[config.mk]
export PLATFORM = sky130hd
export DESIGN_NAME = ps2_scan_receiver
export DESIGN_NICKNAME = d
export VERILOG_FILES = /design/src/rtl/ps2_scan_receiver.sv
export SDC_FILE = /design/constraint.sdc
export NUM_CORES = 1
export LEC_CHECK = 0
export CORE_ASPECT_RATIO = 0.6
export CORE_MARGIN = 2
export CORE_UTILIZATION = 40
export CTS_BUF_LIST = sky130_fd_sc_hd__clkbuf_16
export DETAILED_ROUTE_END_ITERATION = 6
export GPL_TIMING_DRIVEN = 0
export PLACE_DENSITY = 0.62
export SETUP_SLACK_MARGIN = 0.2
export SLEW_MARGIN = 25
export SYNTH_ARGS = -nofsm -noshare
export SYNTH_HDL_FRONTEND = slang
export SYNTH_SLANG_ARGS = --single-unit
[constraint.sdc]
create_clock -name clock -period 2.91 [get_ports clock]
set_input_delay 0.291 -clock clock [delete_from_list [all_inputs] [get_ports clock]]
set_output_delay 0.291 -clock clock [all_outputs]
set_load 0.02 [all_outputs]
[src/rtl/ps2_scan_receiver.sv]
// PS/2 keyboard scan-code receiver.
// Synchronises the raw PS/2 clock/data lines, deframes 11-bit frames
// (start, 8 data LSB-first, odd parity, stop), resolves the E0/F0 prefixes
// and emits one strobe per completed key event.
module ps2_scan_receiver #(
  parameter int TIMEOUT_CYCLES = 5000,
  parameter int SYNC_STAGES    = 2
) (
  input  logic       clock,
  input  logic       rst_n,
  input  logic       ps2_clk,
  input  logic       ps2_data,
  output logic [7:0] code,
  output logic       is_break,
  output logic       is_ext,
  output logic       code_valid,
  output logic       frame_err
);

  localparam int TCW = (TIMEOUT_CYCLES > 2) ? $clog2(TIMEOUT_CYCLES) : 1;
  localparam logic [TCW-1:0] TIMEOUT_LAST = TCW'(TIMEOUT_CYCLES - 1);

  typedef enum logic [1:0] {
    IDLE   = 2'd0,
    DATA   = 2'd1,
    PARITY = 2'd2,
    STOP   = 2'd3
  } state_t;

  // Synchroniser chains; both reset to 1 so the bus looks idle.
  logic [SYNC_STAGES-1:0] clk_sync;
  logic [SYNC_STAGES-1:0] data_sync;
  logic                   clk_prev;
  logic                   clk_s;
  logic                   data_s;
  logic                   fall;

  state_t         state_q, state_d;
  logic [2:0]     bit_cnt_q;
  logic [7:0]     shift_q;
  logic           parity_err_q;
  logic [TCW-1:0] tcnt_q;
  logic           ext_q;
  logic           brk_q;

  // Control decoded from the current state and the sampled bus.
  logic timeout;
  logic shift_en;
  logic parity_load;
  logic err_evt;
  logic emit_evt;
  logic set_ext;
  logic set_brk;
  logic clr_flags;

  assign clk_s  = clk_sync[SYNC_STAGES-1];
  assign data_s = data_sync[SYNC_STAGES-1];
  assign fall   = clk_prev & ~clk_s;

  // Input synchronisers plus the delayed clock copy used for edge detection.
  // NOTE: sequential state always uses non-blocking assignments so every
  // flop samples the pre-edge values of the others, regardless of order.
  always_ff @(posedge clock or negedge rst_n) begin
    if (!rst_n) begin
      clk_sync  <= '1;
      data_sync <= '1;
      clk_prev  <= 1'b1;
    end else begin
      clk_sync  <= {clk_sync[SYNC_STAGES-2:0], ps2_clk};
      data_sync <= {data_sync[SYNC_STAGES-2:0], ps2_data};
      clk_prev  <= clk_s;
    end
  end

  // FSM state register.
  always_ff @(posedge clock or negedge rst_n) begin
    if (!rst_n) state_q <= IDLE;
    else        state_q <= state_d;
  end

  // Next-state and control decode; timeout has priority over a falling edge.
  // NOTE: every output of this block gets a default first, so no path can
  // leave a signal unassigned and infer a latch.
  always_comb begin
    state_d     = state_q;
    timeout     = 1'b0;
    shift_en    = 1'b0;
    parity_load = 1'b0;
    err_evt     = 1'b0;
    emit_evt    = 1'b0;
    set_ext     = 1'b0;
    set_brk     = 1'b0;
    clr_flags   = 1'b0;

    if (state_q != IDLE && tcnt_q == TIMEOUT_LAST) begin
      timeout   = 1'b1;
      state_d   = IDLE;
      err_evt   = 1'b1;
      clr_flags = 1'b1;
    end else if (fall) begin
      unique case (state_q)
        IDLE: begin
          if (!data_s) state_d = DATA;
        end
        DATA: begin
          shift_en = 1'b1;
          if (bit_cnt_q == 3'd7) state_d = PARITY;
        end
        PARITY: begin
          parity_load = 1'b1;
          state_d     = STOP;
        end
        STOP: begin
          state_d = IDLE;
          if (parity_err_q || !data_s) begin
            err_evt   = 1'b1;
            clr_flags = 1'b1;
          end else if (shift_q == 8'hE0) begin
            set_ext = 1'b1;
          end else if (shift_q == 8'hF0) begin
            set_brk = 1'b1;
          end else begin
            emit_evt  = 1'b1;
            clr_flags = 1'b1;
          end
        end
        default: state_d = IDLE;
      endcase
    end
  end

  // Frame datapath: bit counter, shift register and parity check.
  // NOTE: the shift register is a plain register, not a memory, so it is
  // reset along with the rest of the frame state.
  always_ff @(posedge clock or negedge rst_n) begin
    if (!rst_n) begin
      bit_cnt_q    <= 3'd0;
      shift_q      <= 8'h00;
      parity_err_q <= 1'b0;
    end else begin
      if (state_q == IDLE)  bit_cnt_q <= 3'd0;
      else if (shift_en)    bit_cnt_q <= bit_cnt_q + 3'd1;
      if (shift_en)         shift_q   <= {data_s, shift_q[7:1]};
      // Odd parity: data bits XOR parity bit must be 1.
      if (parity_load)      parity_err_q <= ~(^shift_q ^ data_s);
    end
  end

  // Timeout counter: held at 0 in IDLE, restarted by every falling edge.
  always_ff @(posedge clock or negedge rst_n) begin
    if (!rst_n)                              tcnt_q <= '0;
    else if (state_q == IDLE || fall || timeout) tcnt_q <= '0;
    else                                     tcnt_q <= tcnt_q + 1'b1;
  end

  // Prefix flags accumulate across prefix frames until an event or error.
  always_ff @(posedge clock or negedge rst_n) begin
    if (!rst_n) begin
      ext_q <= 1'b0;
      brk_q <= 1'b0;
    end else if (clr_flags) begin
      ext_q <= 1'b0;
      brk_q <= 1'b0;
    end else begin
      if (set_ext) ext_q <= 1'b1;
      if (set_brk) brk_q <= 1'b1;
    end
  end

  // Registered outputs: strobes one cycle after the stop-bit edge.
  always_ff @(posedge clock or negedge rst_n) begin
    if (!rst_n) begin
      code       <= 8'h00;
      is_break   <= 1'b0;
      is_ext     <= 1'b0;
      code_valid <= 1'b0;
      frame_err  <= 1'b0;
    end else begin
      code_valid <= emit_evt;
      frame_err  <= err_evt;
      if (emit_evt) begin
        code     <= shift_q;
        is_break <= brk_q;
        is_ext   <= ext_q;
      end
    end
  end

endmodule

==> impl_results.md <==
- Top cells by area, synth: dfrtp_1 47%, mux2_4 8.2%, ha_1 6.8%, dfstp_2 6.0%, xnor2_1 5.6%
- PwrDens: 788 nW/um^2
- DRC viols: 0
- CTS Sinks: 46
- CTS tree: built
- Share of layout cells above drive strength 1: 18.6%
- Hold_buf cts: 0
- CTS Buf Count: 5
- Drt initial violations: 71
- Top cell type's share of synthesized area: 46.7%
- Post-Route WL: 3640 um
- F_max: 477 MHz
- Layout Nets: 219
- Syn_nets: 196
- Post-synthesis mux area share: 13.4%
- Initial Util: 42.4%
- Max-cap viol count: 0
- Seq/Total Area, Yosys: 52.7%
- Post_cts resized: 0
- Clock Tree Buf Depth: 2
- Top delay family on crit path: buffers and inverters
- Commonest cells post-synth: 41 x dfrtp_1, 24 x nor2_1, 14 x xnor2_1
- Final period util: 72.0%
- Min-delay worst type: in -> async
- Worst slew pin tran: 0.611 ns
- RSZ-0062 raised after global routing: no
- Post-synthesis compound-gate area fraction: 1.71%
- Initial DRT Pass Iterations: 4
- Vias in the first global route: 1,270
- Final ANT Viol Nets: 0
- Placed insts: 262
- Row count: 20
- Top Ports: 16
- Syn_area_per_cell: 12.2 um^2
- Slew margin rel.: 59.3%
- WL/cell: 13.5 um
- Setup CP Type: reg -> reg
- Cell Chain, Critical Path: inv_1, ha_1, clkbuf_1, nor2_1, nand4_4, and3_4, buf_6, mux2_4
- Clk_lat worst skew: 0.28 ns
- Filler instances: 461
- Area delta synth->final: 19.2%
- RR Startpoint: state_q[0]$_DFFE_PN0P_
- Fin Setup TNS: 0 ns
- WP data required: 3.07 ns
- PortBufs: 15
- CP max FO: 10
- Routed vias: 1,287
- Post-synth top area cell: dfrtp_1
- Die Wd: 99.7 um
- Clk slew on worst S/H paths: 0.06 ns
- GPL Wtd Cong: 0.804
- Post-synth EDFFs: 0
- Most used standard cell by instance count after synthesis: dfrtp_1
- FF-to-FF setup slack: 0.81 ns
- Prevailing post-synth register cell: dfrtp_1
- Placeable Area: 5180 um^2
- Final min period: 2.10 ns
- Static leakage: 0.00118 uW
- Hpwl dp: 2690 um
- Critical Path Sink Type: register
- Antenna Diode Count: 0
- Max incr delay on CP: 0.42 ns
- FF-to-FF path depth: 8
- Full die area: 6120 um^2
- Yosys cell types: 33
- Largest net degree at the start of global routing: 27
- Ys Warns: 0
- Worst setup SP type: register
- CTS root buf: clkbuf_16
- Synth Instances: 180
- H-tree depth: 2
- Height of the die: 61.4 um
- Gr usage total: 13.7%
- Setup Fix Bufs, Post-CTS: 0
- Peak VDD IR: 0.368 mV
- Simple-gate share of the synthesized area: 15.9%
- Final Non-Filler Cells: 270
- Worst Path Buf+Inv: 3
- Fin. Hold Viols: 0
- Synthesized-area fraction occupied by adder cells: 6.83%
- Status: completed
- Initial antenna violation count: 0
- Worst Path Arrival: 2.26 ns
- First-pass GRT wire length: 6310 um
- Final setup viols: 0
- PnR Total Power: 2060 uW
- Worst clock skew: 0.00462 ns
- Main combinational cell family by area after synthesis: simple AND/OR/NAND/NOR gates
- Ys async rst share: 100%
- Routed vias/inst: 4.77
- Slowest stage cell, crit path: dfrtp_1
- Post-synthesis xor/xnor area fraction: 5.98%
- Flops & latches, synth: 46
- Cell area after synthesis: 2200 um^2
- R2R Path End: code[4]$_DFFE_PN0P_
- Total gr overflow: 0
- Final Slew Violations: 0
==> logic make-up (layout without fill, tap and decap cells) <==
group,after synthesis,after routing
buffers and inverters,16,40
DFF,46,46
AOI/OAI and AO/OA,6,6
adders and majority gates,12,12
muxes,23,23
xor gates and xnor gates,15,15
and+or+nand+nor,62,62
==> power by group <==
| part | leakage (uW) | switching [uW] | internal (uW) |
|---|---|---|---|
| logic | 0.000493 | 293 | 300 |
| clock network | 0.0000812 | 229 | 402 |
| registers | 0.000610 | 91.8 | 747 |
==> metrics by stage <==
step | utilization (%) | hold slack [ns] | setup slack (ns) | area, um^2
after floorplan | - | -0.00459 | 1.04 | 2200
after global placement | 46.9 | 0.345 | 0.266 | 2430
after detailed placement | 47.3 | 0.340 | 0.798 | 2450
after CTS | 50.6 | 0.0387 | 0.778 | 2620
after global routing | 50.6 | 0.0596 | 0.586 | 2620
final | 50.6 | 0.0186 | 0.814 | 2620
==> per-layer routing <==
metal | up-vias | wire, um | GRT usage, %
met5 | - | 0 | 0
met4 | 0 | 29 | 3.52
met3 | 5 | 100 | 4.09
met2 | 16 | 1310 | 17.8
met1 | 617 | 2200 | 21.9
li1 | 649 | - | -
==> layout make-up <==
type / instances / area (um^2) / area share [%]
buffer: 4 / 30.0 / 1.15
clock buffer: 5 / 125 / 4.78
clock inverter: 3 / 41.3 / 1.58
inverter: 12 / 45.0 / 1.72
multi-input combinational: 118 / 965 / 36.8
sequential: 46 / 1160 / 44.2
tap: 66 / 82.6 / 3.15
timing repair buffer: 16 / 173 / 6.59
==> how the worst max path moves through the flow <==
| stage | start | end | slack (ns) | cells past startpoint |
|---|---|---|---|---|
| after floorplan | state_q[0]$_DFFE_PN0P_ | bit_cnt_q[0]$_DFFE_PN0P_ | 1.04 | 8 |
| after global placement | rst_n | bit_cnt_q[1]$_DFFE_PN0P_ | 0.27 | 1 |
| after detailed placement | state_q[0]$_DFFE_PN0P_ | tcnt_q[6]$_DFF_PN0_ | 0.80 | 8 |
| after CTS | state_q[0]$_DFFE_PN0P_ | tcnt_q[8]$_DFF_PN0_ | 0.78 | 8 |
| after global routing | state_q[0]$_DFFE_PN0P_ | tcnt_q[4]$_DFF_PN0_ | 0.59 | 8 |
| final | state_q[0]$_DFFE_PN0P_ | code[4]$_DFFE_PN0P_ | 0.81 | 8 |
==> placed cells by master (no fill, tap or decap), types with 4 or more instances in the layout <==
master           count
nand3_1              8
nor3_1               4
clkdlybuf4s50_1     14
mux2_4              12
nand2_1              6
clkbuf_16            5
nor2_1              24
xnor2_1             14
dfstp_2              5
mux2i_1              7
dfrtp_1             41
mux2_2               4
ha_1                12
inv_1               13
nand2b_1             6
==> registers in the layout, summed over array words and instances (netlist names) <==
signal	count
is_break	1
code	8
data_sync	2
clk_sync	2
shift_q	8
tcnt_q	13
is_ext	1
ext_q	1
clk_prev	1
code_valid	1
parity_err_q	1
frame_err	1
bit_cnt_q	3
state_q	2
brk_q	1
Note: power is estimated with default switching activity, not from simulation.
